`src/rtl/jacobi_sweep_ctrl.sv`:
```
// jacobi_sweep_ctrl
//   Sweep scheduler for a cyclic Jacobi eigen-solver. Walks the upper-triangle
//   pairs (p,q) of an N x N symmetric matrix in cyclic-by-row order, compares
//   |a_pq| against a threshold and, when above it, sequences the angle unit and
//   then the rotation datapath through start/done handshakes. Sweeps repeat
//   until one needs no rotation (converged) or MAX_SWEEPS sweeps have run.
//
// Ports
//   clk, rst_n        clock (rising edge), asynchronous active-low reset
//   start             begin a solve (accepted only when idle)
//   abort             synchronous abort back to idle, no done pulse
//   thresh            unsigned threshold, captured on accepted start
//   offdiag_val       signed a_pq for the current pair, sampled in EVAL
//   angle_done        angle unit finished (honoured only while waiting on it)
//   rot_done          rotation datapath finished (honoured only while waiting)
//   pair_p, pair_q    current pair, p < q
//   angle_start       one-cycle pulse in the first ANGLE cycle
//   rot_start         one-cycle pulse in the first ROT cycle
//   busy              high whenever not idle
//   done              one-cycle pulse when a solve ends
//   converged         result flag, valid with done, held until next start
//   sweep_cnt         number of completed sweeps
module jacobi_sweep_ctrl #(
    parameter int N          = 4,
    parameter int ACC_WIDTH  = 20,
    parameter int MAX_SWEEPS = 8
) (
    input  logic                            clk,
    input  logic                            rst_n,
    input  logic                            start,
    input  logic                            abort,
    input  logic [ACC_WIDTH-1:0]            thresh,
    input  logic signed [ACC_WIDTH-1:0]     offdiag_val,
    input  logic                            angle_done,
    input  logic                            rot_done,
    output logic [$clog2(N)-1:0]            pair_p,
    output logic [$clog2(N)-1:0]            pair_q,
    output logic                            angle_start,
    output logic                            rot_start,
    output logic                            busy,
    output logic                            done,
    output logic                            converged,
    output logic [$clog2(MAX_SWEEPS+1)-1:0] sweep_cnt
);

    localparam int PW = $clog2(N);
    localparam int SW = $clog2(MAX_SWEEPS + 1);

    localparam logic [2:0] S_IDLE   = 3'd0;
    localparam logic [2:0] S_READ   = 3'd1;
    localparam logic [2:0] S_EVAL   = 3'd2;
    localparam logic [2:0] S_ANGLE  = 3'd3;
    localparam logic [2:0] S_ROT    = 3'd4;
    localparam logic [2:0] S_NEXT   = 3'd5;
    localparam logic [2:0] S_FINISH = 3'd6;

    localparam logic [PW-1:0]        Q_LAST  = PW'(N - 1);
    localparam logic [PW-1:0]        P_LAST  = PW'(N - 2);
    localparam logic [ACC_WIDTH-1:0] MAX_POS = {1'b0, {(ACC_WIDTH-1){1'b1}}};

    logic [2:0]           state_q, state_d;
    logic [ACC_WIDTH-1:0] thresh_q, thresh_d;
    logic [PW-1:0]        pair_p_q, pair_p_d;
    logic [PW-1:0]        pair_q_q, pair_q_d;
    logic [SW-1:0]        sweep_cnt_q, sweep_cnt_d;
    logic                 converged_q, converged_d;
    logic                 rot_flag_q, rot_flag_d;
    logic                 busy_q, busy_d;
    logic                 done_q, done_d;
    logic                 angle_start_q, angle_start_d;
    logic                 rot_start_q, rot_start_d;

    // Saturating magnitude: two's-complement negate, and the one value whose
    // negation overflows (most negative) is clamped to the largest positive.
    logic [ACC_WIDTH-1:0] neg_val;
    logic [ACC_WIDTH-1:0] abs_val;
    logic [SW-1:0]        sweep_inc;

    always_comb begin
        neg_val = ~$unsigned(offdiag_val) + ACC_WIDTH'(1);
        if (offdiag_val[ACC_WIDTH-1]) begin
            abs_val = neg_val[ACC_WIDTH-1] ? MAX_POS : neg_val;
        end else begin
            abs_val = $unsigned(offdiag_val);
        end
    end

    assign sweep_inc = sweep_cnt_q + SW'(1);

    always_comb begin
        state_d     = state_q;
        thresh_d    = thresh_q;
        pair_p_d    = pair_p_q;
        pair_q_d    = pair_q_q;
        sweep_cnt_d = sweep_cnt_q;
        converged_d = converged_q;
        rot_flag_d  = rot_flag_q;

        // Abort overrides every other transition and leaves results untouched.
        if (abort && (state_q != S_IDLE)) begin
            state_d = S_IDLE;
        end else begin
            case (state_q)
                S_IDLE: begin
                    if (start) begin
                        state_d     = S_READ;
                        thresh_d    = thresh;
                        pair_p_d    = '0;
                        pair_q_d    = PW'(1);
                        sweep_cnt_d = '0;
                        converged_d = 1'b0;
                        rot_flag_d  = 1'b0;
                    end
                end
                S_READ: state_d = S_EVAL;
                S_EVAL: begin
                    if (abs_val > thresh_q) begin
                        state_d    = S_ANGLE;
                        rot_flag_d = 1'b1;
                    end else begin
                        state_d = S_NEXT;
                    end
                end
                // A done seen alongside its own start pulse is stale; ignore it.
                S_ANGLE: if (angle_done && !angle_start_q) state_d = S_ROT;
                S_ROT:   if (rot_done && !rot_start_q) state_d = S_NEXT;
                S_NEXT: begin
                    if (pair_q_q < Q_LAST) begin
                        pair_q_d = pair_q_q + PW'(1);
                        state_d  = S_READ;
                    end else if (pair_p_q < P_LAST) begin
                        pair_p_d = pair_p_q + PW'(1);
                        pair_q_d = pair_p_q + PW'(2);
                        state_d  = S_READ;
                    end else begin
                        sweep_cnt_d = sweep_inc;
                        if (!rot_flag_q) begin
                            converged_d = 1'b1;
                            state_d     = S_FINISH;
                        end else if (sweep_inc == SW'(MAX_SWEEPS)) begin
                            converged_d = 1'b0;
                            state_d     = S_FINISH;
                        end else begin
                            pair_p_d   = '0;
                            pair_q_d   = PW'(1);
                            rot_flag_d = 1'b0;
                            state_d    = S_READ;
                        end
                    end
                end
                S_FINISH: state_d = S_IDLE;
                default:  state_d = S_IDLE;
            endcase
        end

        // Outputs are registered versions of next-state decodes, so the
        // pulses line up with the first cycle of the state they announce.
        busy_d        = (state_d != S_IDLE);
        done_d        = (state_d == S_FINISH);
        angle_start_d = (state_q == S_EVAL)  && (state_d == S_ANGLE);
        rot_start_d   = (state_q == S_ANGLE) && (state_d == S_ROT);
    end

    always_ff @(posedge clk or negedge rst_n) begin
        if (!rst_n) begin
            state_q       <= S_IDLE;
            thresh_q      <= '0;
            pair_p_q      <= '0;
            pair_q_q      <= PW'(1);
            sweep_cnt_q   <= '0;
            converged_q   <= 1'b0;
            rot_flag_q    <= 1'b0;
            busy_q        <= 1'b0;
            done_q        <= 1'b0;
            angle_start_q <= 1'b0;
            rot_start_q   <= 1'b0;
        end else begin
            state_q       <= state_d;
            thresh_q      <= thresh_d;
            pair_p_q      <= pair_p_d;
            pair_q_q      <= pair_q_d;
            sweep_cnt_q   <= sweep_cnt_d;
            converged_q   <= converged_d;
            rot_flag_q    <= rot_flag_d;
            busy_q        <= busy_d;
            done_q        <= done_d;
            angle_start_q <= angle_start_d;
            rot_start_q   <= rot_start_d;
        end
    end

    // The internal pair resets to (0,1) but the visible pair reads 0 until the
    // first start, so idle outputs are all zero.
    assign pair_p      = busy_q ? pair_p_q : '0;
    assign pair_q      = busy_q ? pair_q_q : '0;
    assign angle_start = angle_start_q;
    assign rot_start   = rot_start_q;
    assign busy        = busy_q;
    assign done        = done_q;
    assign converged   = converged_q;
    assign sweep_cnt   = sweep_cnt_q;

endmodule

```
`config.mk`:
```
export PLATFORM = sky130hd
export DESIGN_NAME = jacobi_sweep_ctrl
export DESIGN_NICKNAME = d
export VERILOG_FILES = /design/src/rtl/jacobi_sweep_ctrl.sv
export SDC_FILE = /design/constraint.sdc
export NUM_CORES = 1
export LEC_CHECK = 0
export ABC_AREA = 1
export BUFFER_PORTS_ARGS = -buffer_cell sky130_fd_sc_hd__buf_4
export CAP_MARGIN = 20
export CORE_MARGIN = 4
export CORE_UTILIZATION = 45
export DETAILED_ROUTE_END_ITERATION = 6
export GPL_ROUTABILITY_DRIVEN = 0
export PLACE_DENSITY = 0.67
export REMOVE_ABC_BUFFERS = 1
export SETUP_SLACK_MARGIN = 0.15
export SYNTH_ARGS = -nofsm -noshare
export SYNTH_HDL_FRONTEND = slang
export SYNTH_SLANG_ARGS = --single-unit
export TNS_END_PERCENT = 5
```
`constraint.sdc`:
```
create_clock -name clk -period 1.9 [get_ports clk]
set_input_delay 0.19 -clock clk [delete_from_list [all_inputs] [get_ports clk]]
set_output_delay 0.19 -clock clk [all_outputs]
set_load 0.05 [all_outputs]
```
; ---- Yosys cells after proc, flatten, opt, wreduce, memory -nomap -nowiden
; Index checks and enable logic that the tools add are counted.
[totals]
reg_bits = 37
output_inout_bits = 13
elab_cells = 99
[classes]
n_addsub = 5
n_lt_le_gt_ge = 3
eq_ne = 18
mux = 42
bitwise = 2
n_reduce_logical = 18
[op_table]
columns = cell, n
row1 = $mux W19, 2
row2 = $mux W3, 9
row3 = $mux W2, 12
row4 = $add A20 B1 Y20 const B, 1
row5 = $gt A20 B20 Y1, 1
row6 = $not A20 Y20, 1
row7 = $pmux W3 S6, 1
row8 = $reduce_and A6 Y1, 3
row9 = $eq A3 B3 Y1 const B, 4
row10 = $mux W4, 3
row11 = $mux W1, 10
row12 = $reduce_and A5 Y1, 2
row13 = $eq A3 B2 Y1 const B, 3
row14 = $ne A3 B3 Y1 const B, 3
row15 = $reduce_bool A3 Y1, 3
row16 = $ne A2 B2 Y1 const B, 4
row17 = $ne A4 B4 Y1 const B, 2
row18 = $pmux W2 S2, 2
row19 = $pmux W4 S2, 1
row20 = $logic_and A1 B1 Y1, 5
row21 = $add A2 B1 Y2 const B, 2
row22 = $add A4 B1 Y4 const B, 1
row23 = $eq A4 B4 Y1 const B, 1
row24 = $lt A2 B2 Y1 const B, 2
row25 = 9 further kinds, 10

; ---- Longest topological paths before layout
[depth]
word_depth = 10
mapped_depth = 22
depth_no_buf = 21

; ---- Worst setup path after synthesis
; OpenSTA, ideal clock, no wires.
[synth_path]
path_type = input-to-reg
start = input port offdiag_val[1]
end = register busy_q (netlist: busy)
setup_ns = 0.129
arrival_ns = 2.334
required_time_ns = 1.771
path_slack_ns = -0.564
cell_stages = 19
path_cell_list = inv_1 > ha_1 > nand4_1 > nor2_1 > a31oi_1 > xor2_1 > or2_2 > ha_1 > nand2_1 > nor2_1 > nand2_1 > nor2_1 > nand2_1 > nand3_1 > nand2_1 > nand2_1 > nand2_1 > nand2_1 > nand3_1
[synth_via]
elab_chain_cells = 9
[synth_rtl]
columns = element, line_no
row1 = start: declaration, 33  ; input logic signed [ACC_WIDTH-1:0] offdiag_val,
row2 = $not A20 Y20, 80  ; neg_val = ~$unsigned(offdiag_val) + ACC_WIDTH'(1);
row3 = $add A20 B1 Y20, 80
row4 = $mux W19, 82  ; abs_val = neg_val[ACC_WIDTH-1] ? MAX_POS : neg_val;
row5 = $mux W19 *, 81  ; if (offdiag_val[ACC_WIDTH-1]) begin
row6 = $gt A20 B20 Y1 *, 117  ; if (abs_val > thresh_q) begin
row7 = $mux W3 *, 117
row8 = $pmux W3 S6 *, 103  ; case (state_q)
row9 = $mux W3 *, 100  ; if (abort && (state_q != S_IDLE)) begin
row10 = $reduce_bool A3 Y1 *, 158  ; busy_d = (state_d != S_IDLE);
row11 = via busy_d, 68  ; logic busy_q, busy_d;
row12 = end signal: assignment, 185  ; busy_q <= busy_d;
row13 = end: declaration, 68
; The timed path passes the listed nets; every way through them passes the cells marked *.
; A chain may end at the register's enable or synchronous reset.

; ---- Worst setup path after layout
[layout_path]
start = input port offdiag_val[0]
end = register done_q (netlist: done)
[layout_via]
elab_chain_cells = 9
[layout_rtl]
columns = element, line_no
row1 = $not A20 Y20, 80
row2 = $add A20 B1 Y20, 80
row3 = $mux W19, 82
row4 = $mux W19 *, 81
row5 = $gt A20 B20 Y1 *, 117
row6 = $mux W3 *, 117
row7 = $pmux W3 S6 *, 103
row8 = $mux W3 *, 100
row9 = $eq A3 B3 Y1 *, 159  ; done_d = (state_d == S_FINISH);
row10 = via done_d, 69  ; logic done_q, done_d;
row11 = end signal: assignment, 186  ; done_q <= done_d;
row12 = end: declaration, 69
; Marks and branches as above.

==> results.txt <==
Drt total wl = 7.64 mm
Critical path fanouts, max = 6
MaxCap Viol Count = 0
CP arrival = 2.66 ns
Top post-synthesis cells by count = nand2_1, inv_1, nand3_1
First-pass GRT wire length = 11.8 mm
FF-to-FF path depth = 13
WL per Instance = 12.7 um
Crit. End Element = flop
IO Port Bufs = 58
Critical setup path kind = primary input to flop
Top Ports = 59
#FFs+latches synth = 37
Worst VDD drop = 0.000662 V
CTS tree = done
Core Area = 6030 um2
Yosys cell types = 37
RSZ-0062 raised after global routing = yes
Die W = 87.7 um
Starting Density = 47.4%
Crit start category = primary input
EDFF count, synth = 0
Worst-path clk slew = 0.09 ns
TNS Setup = -3.49 ns
Vias in the first global route = 2,778
Clk_lat worst skew = 0.29 ns
Core Rows = 28
Syn_area_per_cell = 6.92 um2
Via-to-Cell Ratio = 4.99
DP Cell Count = 579
Final Hold Fails = 0
Hold WC Path Type = primary input to flop
Total of warnings raised by yosys = 0
Post-route ant nets = 0
Final Cycle Share = 128%
R2R setup slack = 0.15 ns
Synth top area share = 31.5%
Final setup viols = 7
Mapped Area = 2860 um2
Clk sink count = 37
Setup WS post-layout = -0.540 ns
Top cells by area, synth = dfrtp_1, nand2_1, ha_1
Max_slew headroom = 66.7%
Seq/Total Area, Yosys = 32.5%
Main flop type after synthesis = dfrtp_1
Max-slew violations = 0
Slew @ Worst Pin = 0.500 ns
HPWL after detailed placement = 5.74 mm
Ys async rst share = 100%
Total power = 4.21 mW
Largest net degree at the start of global routing = 38
Failing checks = setup timing
Worst path required time = 2.12 ns
Die area = 7690 um2
Residual DRC = 0
Hold Crit Depth = 3
Final net count = 594
Post-Synthesis Cells = 413
Fmax = 410 MHz
Final min period = 2.44 ns
Area Overhead vs Synth = 44.9%
Initial DRC Count = 140
Worst Skew = 0.0121 ns
Status = finished with violations
Power per cell area = 1020 nW/um2
Root buf cell = clkbuf_8
CTS H-tree lvls = 2
Initial antenna violation count = 0
Fin cells = 602
GRT Total Usage = 19.0%
Antenna Cells = 0
Cts bufs inserted = 5
Lkg Pwr = 2.20 nW
Congestion Overflow GR = 0
Share of cells above drive strength 1 = 34.3%
First drt pass iteration count = 4
Cell with the most instances after synthesis = nand2_1
Die height = 87.7 um
Via count = 3,002
Clock Tree Buf Depth = 2
Cell taking the most area after synthesis = dfrtp_1
-- sequential cells by signal (all words and copies together), names as in the netlist --
signal and flops:
done 1, rot_start 1, thresh_q 20, busy 1, sweep_cnt 4, pair_p_q 2, converged 1, rot_flag_q 1
pair_q_q 2, state_q 3, angle_start 1
-- cell type report --
class                   instances  area, um2
fillers                       536       1890
flip-flops and latches         37        927
multi-input cells             297       1870
clock buffers                   6       72.6
inverters                      71        272
clock inverters                 2       10.0
well taps                      75       93.8
repair buffers                114        892
-- worst max-delay path, stage by stage --
cell and delay, ns:
buf_6 0.09, buf_6 0.11, nor3_4 0.23, nand4_4 0.13, nor2_4 0.18, nand3_4 0.10, nor2_4 0.16, clkinv_4 0.10
buf_8 0.15, nand3_1 0.08, ha_1 0.22, nand2_1 0.08, inv_1 0.05, nand2_1 0.07, nand2_1 0.06, a21oi_2 0.15
nand3_2 0.11, nand2_2 0.09, nand2_4 0.07, nand2_4 0.08, nand2_2 0.06, nor2_2 0.10
-- layer usage --
layer	part of all wire, %	global-route usage (%)
met1	46	24.9
met5	0	0
met4	0.63	3.21
met3	4.1	3.39
met2	49	33.1
-- stage by stage --
step | worst slack [ns] | util, % | hold WS, ns | cell area, um2
6_report | -0.540 | 68.7 | 0.104 | 4140
5_1_grt | -0.709 | 68.7 | 0.105 | 4140
4_1_cts | -0.457 | 63.7 | 0.0930 | 3840
3_5_place_dp | -0.874 | 60.6 | 0.191 | 3650
3_3_place_gp | -0.807 | 60.6 | 0.188 | 3650
2_1_floorplan | -0.567 | - | -0.106 | 2820
-- power by group --
| part | internal, mW | switching [mW] | total (mW) |
|---|---|---|---|
| registers | 1.09 | 0.154 | 1.25 |
| logic | 0.924 | 1.49 | 2.42 |
| clock network | 0.255 | 0.295 | 0.550 |
| total | 2.27 | 1.94 | 4.21 |
-- worst paths after layout --
| kind | end | startpoint |
|---|---|---|
| max in group asynchronous | pair_q_q[0] | rst_n |
| min in group asynchronous | thresh_q[5] | rst_n |
| max | done | offdiag_val[0] |
| max reg2reg | busy | thresh_q[7] |
| min reg2reg | converged | converged |
| min | thresh_q[4] | thresh[4] |
-- layout by cell type (no fill, tap or decap), drive strengths merged, types with 2 or more instances in the layout --
| cell type | Yosys | routed |
|---|---|---|
| a31oi | 2 | 2 |
| clkinv | 0 | 3 |
| nand3 | 41 | 41 |
| nor3 | 10 | 10 |
| xor2 | 3 | 3 |
| o21ai | 37 | 37 |
| or2 | 6 | 6 |
| dfrtp | 36 | 36 |
| clkbuf | 4 | 6 |
| buf | 4 | 113 |
| xnor2 | 2 | 2 |
| nand4 | 7 | 7 |
| nor2 | 32 | 32 |
| inv | 71 | 70 |
| a21oi | 11 | 11 |
| ha | 22 | 22 |
| nand2 | 114 | 114 |
-- logic make-up (layout without fill, tap and decap cells) --
kind of cell    after synthesis  count (layout)  share of synthesized area [%]
xor+xnor                      5               5                           1.53
fa+ha+maj                    22              22                           9.64
compound gates               56              56                           10.6
simple gates                213             213                           34.6
flops                        37              37                           32.5
buf+inv                      79             193                           10.7
mux                           1               1                          0.394
-- timing repair --
item,4_1_cts,5_1_grt
pin swaps,24,32
buffers inserted,4,10
hold endpoints to repair,36,0
setup endpoints to repair,7,11
hold buffers,1,0
resized for setup,22,45
(Power assumes the default switching activity.)
